## src/rtl/tff_count_ctrl_pkg.sv

```systemverilog
// Shared types and helpers for the T-flip-flop counter controller.
// The toggle-mask helper works on a fixed wide vector; callers cast to their own width.
package tff_ctrl_pkg;

    typedef enum logic [1:0] {
        ST_IDLE = 2'd0,
        ST_RUN  = 2'd1,
        ST_DONE = 2'd2
    } state_t;

    localparam logic DIR_UP   = 1'b0;
    localparam logic DIR_DOWN = 1'b1;

    localparam int MASK_W = 32;

    // A bit toggles when every lower bit is 1 (up) or 0 (down): ripple-carry/borrow as a mask.
    function automatic logic [MASK_W-1:0] toggle_mask(input logic [MASK_W-1:0] cnt,
                                                      input logic dir);
        logic [MASK_W-1:0] t;
        t    = '0;
        t[0] = 1'b1;
        for (int i = 1; i < MASK_W; i++) begin
            t[i] = t[i-1] & ((dir == DIR_DOWN) ? ~cnt[i-1] : cnt[i-1]);
        end
        return t;
    endfunction

endpackage

```

## src/rtl/tff_count_ctrl_cell.sv

```systemverilog
// Single T flip-flop cell of the counter bank; Q clears on synchronous reset.
module tff_cell (
    input  logic clk,
    input  logic rst,
    input  logic T,
    output logic Q,
    output logic Qb
);

    always_ff @(posedge clk) begin
        if (rst) Q <= 1'b0;
        else     Q <= Q ^ T;
    end

    assign Qb = ~Q;

endmodule

```

## src/rtl/tff_count_ctrl.sv

```systemverilog
// Up/down counter built from a bank of T cells; the FSM only ever steers toggle masks.
//
//   state   | meaning
//   --------+------------------------------------------------------------
//   IDLE    | waiting; start launches a run, load_en overwrites the bank
//   RUN     | stepping toward the end value, honouring pause and abort
//   DONE    | one-cycle completion pulse, then back to IDLE
module tff_count_ctrl
    import tff_ctrl_pkg::*;
#(
    parameter int WIDTH = 8
) (
    input  logic             clk,
    input  logic             rst,
    input  logic             start,
    input  logic             dir,
    input  logic [WIDTH-1:0] limit,
    input  logic             abort,
    input  logic             pause,
    input  logic             load_en,
    input  logic [WIDTH-1:0] load_val,
    output logic [WIDTH-1:0] count,
    output logic             busy,
    output logic             tc,
    output logic             done
);

    state_t           state;
    state_t           state_nxt;
    logic             dir_q;
    logic [WIDTH-1:0] limit_q;
    logic [WIDTH-1:0] t_vec;
    logic [WIDTH-1:0] end_val;
    logic [WIDTH-1:0] init_val;
    logic [WIDTH-1:0] step_mask;
    logic [WIDTH-1:0] count_b_unused;
    logic             at_end;

    always_ff @(posedge clk) begin
        if (rst) begin
            state   <= ST_IDLE;
            dir_q   <= DIR_UP;
            limit_q <= '0;
        end else begin
            state <= state_nxt;
            if (state == ST_IDLE && start) begin
                dir_q   <= dir;
                limit_q <= limit;
            end
        end
    end

    assign end_val   = (dir_q == DIR_DOWN) ? '0 : limit_q;
    assign init_val  = (dir == DIR_DOWN) ? limit : '0;
    assign at_end    = (count == end_val);
    assign step_mask = WIDTH'(toggle_mask(MASK_W'(count), dir_q));

    always_comb begin
        state_nxt = state;
        t_vec     = '0;
        case (state)
            ST_IDLE: begin
                if (start) begin
                    t_vec     = count ^ init_val;
                    state_nxt = ST_RUN;
                end else if (load_en) begin
                    t_vec = count ^ load_val;
                end
            end
            ST_RUN: begin
                // End-compare precedes stepping, so the mask never wraps the bank.
                if (abort) begin
                    state_nxt = ST_IDLE;
                end else if (at_end) begin
                    state_nxt = ST_DONE;
                end else if (!pause) begin
                    t_vec = step_mask;
                end
            end
            ST_DONE: state_nxt = ST_IDLE;
            default: state_nxt = ST_IDLE;
        endcase
    end

    assign busy = (state == ST_RUN);
    assign tc   = busy && at_end;
    assign done = (state == ST_DONE);

    for (genvar i = 0; i < WIDTH; i++) begin : g_bank
        tff_cell u_cell (
            .clk (clk),
            .rst (rst),
            .T   (t_vec[i]),
            .Q   (count[i]),
            .Qb  (count_b_unused[i])
        );
    end

endmodule
```

## config.mk

```make
export PLATFORM = sky130hd
export DESIGN_NAME = tff_count_ctrl
export DESIGN_NICKNAME = d
export VERILOG_FILES = /design/src/rtl/tff_count_ctrl_pkg.sv /design/src/rtl/tff_count_ctrl_cell.sv /design/src/rtl/tff_count_ctrl.sv
export SDC_FILE = /design/constraint.sdc
export NUM_CORES = 1
export LEC_CHECK = 0
export BUFFER_PORTS_ARGS = -buffer_cell sky130_fd_sc_hd__buf_2
export CORE_MARGIN = 2
export CORE_UTILIZATION = 55
export CTS_CLUSTER_DIAMETER = 100
export CTS_CLUSTER_SIZE = 24
export DETAILED_ROUTE_END_ITERATION = 8
export PLACE_DENSITY = 0.81
export SLEW_MARGIN = 20
export SYNTH_ARGS = -nofsm -noshare
export SYNTH_HDL_FRONTEND = slang
export SYNTH_SLANG_ARGS = --single-unit
```

## constraint.sdc

```tcl
create_clock -name clk -period 6 [get_ports clk]
set_input_delay 1.8 -clock clk [delete_from_list [all_inputs] [get_ports clk]]
set_output_delay 1.8 -clock clk [all_outputs]
set_load 0.05 [all_outputs]
```

======== Word level (Yosys, flattened, before mapping) ========
Cells that the tools add are included.
word-level totals
  register bits ........................... 19
  input bits .............................. 23
  word-level logic and storage cells ...... 62
operators by class
  multiplexer cells ....................... 19
  bitwise operators ....................... 23
  reductions and logical operators ........ 4
  equal/unequal tests ..................... 5
operators by type and width
  cell                                                                    number
  8-bit two-way mux                                                       7
  8-bit one-hot mux with 2 select lines                                   1
  8-bit bitwise XOR                                                       2
  8-bit equality test                                                     1
  1-bit bitwise XOR                                                       8
  1-bit two-way mux                                                       7
  1-bit NOT                                                               7
  1-bit bitwise AND                                                       6
  2-bit two-way mux                                                       3
  2-bit one-hot mux with 2 select lines                                   1
  3-bit by 2-bit != test with 1-bit output (second input constant)        1
  2-bit by 1-bit equality test with 1-bit output (second input constant)  1
  2-bit equality test (second input constant)                             1
  1-bit logical AND                                                       2
  2-bit logical NOT                                                       1
  2-bit != test (second input constant)                                   1
  2-bit AND reduction                                                     1

======== Depth between registers and ports, before layout ========
  depth in word-level cells ............... 13
  gate-level depth with buffers ........... 9

======== Modules after synthesis ========
A second synthesis with hierarchy kept.
unflattened totals
  cells, all modules ...................... 175
  area, all modules ....................... 1,326.3 sq um
modules (own cells, without submodules)
  module          area an instance (sq um)  instances  cells an instance
  tff_count_ctrl  1,036.0                   1          143
  tff_cell        36.3                      8          4

======== Least setup slack after synthesis ========
OpenSTA, ideal clock, no wires.
  path type ............................... register to output
  from .................................... register g_bank[1].u_cell.Q
  to ...................................... output port tc
  data arrival time ....................... 2,452 ps
  data required time ...................... 4,200 ps
  buffers on the path ..................... 3
  cell stages (with the launch flop) ...... 9
  setup slack ............................. 1,748 ps
  cell sequence ........................... dfxtp_1 buf_4 nor2b_1 a2111oi_4 o311ai_1 or4_1 buf_2 buf_6 nor2b_1
on the way
  longest elaborated chain between the ends .. 2
ends and longest elaborated chain
  item                    RTL line                   text
  start, declared         tff_count_ctrl_cell.sv:6   output logic Q,
  start signal, assigned  tff_count_ctrl_cell.sv:12  else Q <= Q ^ T;
  8-bit equality test     tff_count_ctrl.sv:55       assign at_end = (count == end_val);
  1-bit logical AND       tff_count_ctrl.sv:86       assign tc = busy && at_end;
  end, declared           tff_count_ctrl.sv:24       output logic tc,
No other way between the ends.

======== Final worst setup path ========
  from .................................... register dir_q
  to ...................................... output port tc
on the way
  longest elaborated chain between the ends .. 3
ends and longest elaborated chain
  item                    RTL line              text
  start, declared         tff_count_ctrl.sv:30  logic dir_q;
  start signal, assigned  tff_count_ctrl.sv:47  dir_q <= dir;
  8-bit two-way mux       tff_count_ctrl.sv:53  assign end_val = (dir_q == DIR_DOWN) ? '0 : limit_q;
  8-bit equality test     tff_count_ctrl.sv:55
  1-bit logical AND       tff_count_ctrl.sv:86
No other way between the ends.

==> impl_metrics.csv <==
group,metric,value,unit
run_status,status,"finished clean",
global_route,grt_pass1_vias,1372,
power_and_ir_drop,max-vdd-ir-drop,214,uV
timing,max-slew-margin-rel,0.601,
clocking,clock_path_buffers,2,
synth,synth-seq-area-share,0.255,
worst_setup_path,cp_max_fo,15,
power_and_ir_drop,p_comb_frac,0.423,
timing,slew_viol_final,0,
run,maxCapViolCount,0,
final_layout,final_cell_area,1580,sq um
timing,max_freq,218,MHz
global_route,grt.overflow.total,0,
clocking,clock_latency,0.31,ns
clocking,cts_root_buf,"clkbuf_4",
worst_setup_path,critPathLaunchType,"flip-flop",
timing,hold_violations,0,
final_layout,final_cell_mix,"36 x nand2_1, 33 x buf_2, 22 x nor2_1, 19 x a21oi_1, 19 x dfxtp_1",
floorplanning,initial_utilization,0.591,
power_and_ir_drop,internal_power,236,uW
routing,drtAntennaViolNets,0,
timing,setup_tns,0,ns
synth,synth_top_area_frac,0.255,
routing,via_count,1557,
power_and_ir_drop,p_per_area,268,nW/um^2
synth,yosysWarnings,0,
floorplanning,rows,18,
power_and_ir_drop,p_switching,186,uW
power_and_ir_drop,clkPwrFrac,0.162,
synth,synth_top_cell_by_area,"dfxtp_1",
routing,drc,0,
timing,worstMarginPinSlew,0.597,ns
final_layout,drive_gt1_frac,0.193,
final_layout,area_growth,5.70,%
routing,drt_iter0_drc,91,
global_route,grtUsageTotal,0.253,
final_layout,layout.nets,242,
global_route,antenna_found_initial,0,
power_and_ir_drop,p_sw_frac,0.441,
synth,syn-cell-area,1490,sq um
worst_setup_path,required,4.20,ns
clocking,cts_buffers,3,
routing,viasPerCell,6.28,
clocking,cts-resized-gates,0,
routing,first_pass_iters,4,
clocking,cts_tree,"done",
synth,synth_area_leaders,"dfxtp_1 26%, nand2_1 9.1%, nor2b_1 7.1%, a21oi_1 6.4%, nor2_1 5.5%",
min_path,min_path_type,"flip-flop to flip-flop",
placement,dp_hpwl,2900,microns
timing,period_share,0.765,
global_route,grt_pass1_wl,6320,microns
worst_setup_path,end_kind,"output pin",
routing,wirelength,3890,microns
timing,fin_crit,4.59,ns
timing,finalSetupViolCount,0,
clocking,ctsHoldBuffers,0,
clocking,clkSinkCount,19,
floorplanning,fp.dieH,56.1,microns
floorplanning,die_x,56.1,microns
timing,grt_setup_unrepaired,"no",
placement,placed_cell_area,1550,sq um
power_and_ir_drop,p_leak,0.000648,uW
final_layout,diodes,0,
synth,synth_fp_nets,228,
synth,avgSynthCellArea,7.28,sq um
clocking,h-tree-depth,1,
final_layout,layout_commonest_cell,"nand2_1",
routing,route.detailed.wl_per_inst,15.7,microns
worst_setup_path,crit_type,"flip-flop to output pin",
clocking,cts_setup_buffers,0,
global_route,grt_max_degree,29,
placement,place.gp.congestion,0.969,
placement,io_buffers,33,
synth,synth_cell_types,38,
clocking,clkTransAtPathRegs,0.12,ns
timing,clock_skew,0.00854,ns
floorplanning,core-area,2520,sq um
synth,synthCells,205,
floorplanning,dieArea,3140,sq um
synth,synth.ff_latch_count,19,
power_and_ir_drop,pwr-share-seq,0.414,
floorplanning,ioPinCount,34,
worst_setup_path,critPathArrivalTime,2.79,ns
[flip-flops by register name, summed over array words and instances (netlist names)]
signal	flops
dir_q	1
limit_q	8
state	2
g_bank.u_cell.Q	8
[critical path: stages (launching register included)]
cell	delay (ns)
dfxtp_1	0.69
nand2b_1	0.10
a221oi_1	0.29
o311ai_1	0.12
or4_1	0.82
nor2b_1	0.19
buf_2	0.27
[final timing paths]
kind	endpoint	cells past startpoint	slack, ns	startpoint
worst max-delay path	tc	6	1.41	dir_q
worst min-delay path	limit_q[3]	2	0.49	limit_q[3]
worst max register to register	g_bank[7].u_cell.Q	6	3.21	dir_q
worst min register to register	limit_q[3]	2	0.49	limit_q[3]
[power by group through the flow]
stage / clock network [uW] / registers [uW] / logic, uW
4_1_cts: 70.4 / 174 / 178
5_1_grt: 75.5 / 178 / 192
6_report: 68.6 / 175 / 179
3_5_place_dp: 0 / 177 / 177
3_3_place_gp: 0 / 175 / 172
2_1_floorplan: 0 / 153 / 181
[area by class of cell]
class                           instances  area [sq um]
Clock buffer                            3          22.5
Clock inverter                          1          5.00
Fill cell                             224           946
Inverter                                5          18.8
Multi-Input combinational cell        157           947
Sequential cell                        19           380
Tap cell                               30          37.5
Timing Repair Buffer                   33           165
[synthesized netlist by cell type, drive strengths merged]
cell type,instances
buf,18
nand2,36
o311ai,3
a32oi,2
inv,5
nand2b,4
a22o,2
o22ai,2
a2111oi,3
mux2,5
o21ai,2
dfxtp,19
nor3,2
nand3,3
a211oi,5
a221oi,6
xor2,4
a21oi,19
or4,3
a41oi,2
nor2b,18
a31o,1
xnor2,4
or2,1
and2,2
clkbuf,6
a22oi,1
a31oi,3
nand3b,1
nor2,22
a2111o,1
[metal layers]
metal,wire [microns],GRT usage,up-vias
li1,-,-,735
met1,1530,0.322,715
met5,0,0,-
met4,104,0.116,0
met2,1840,0.405,97
met3,416,0.0558,10
[per-stage QoR]
| step | instances | utilization | total power (uW) | hold slack, ns | setup WS [ns] |
|---|---|---|---|---|---|
| 3_3_place_gp | 244 | 0.614 | 346 | 0.464 | 1.89 |
| 3_5_place_dp | 244 | 0.614 | 354 | 0.471 | 1.80 |
| 6_report | 248 | 0.625 | 422 | 0.491 | 1.41 |
| 4_1_cts | 248 | 0.625 | 422 | 0.487 | 1.43 |
| 5_1_grt | 248 | 0.625 | 446 | 0.509 | 1.22 |
| 2_1_floorplan | 205 | - | 335 | 0.445 | 1.75 |
[cells by family after synthesis]
family | share of synthesized area
flip-flops | 0.255
AO/OA/AOI/OAI | 0.258
XOR/XNOR | 0.0470
AND/OR/NAND/NOR | 0.293
buffers and inverters | 0.110
multiplexers | 0.0377
No activity file was read; power rests on OpenSTA's default activity.
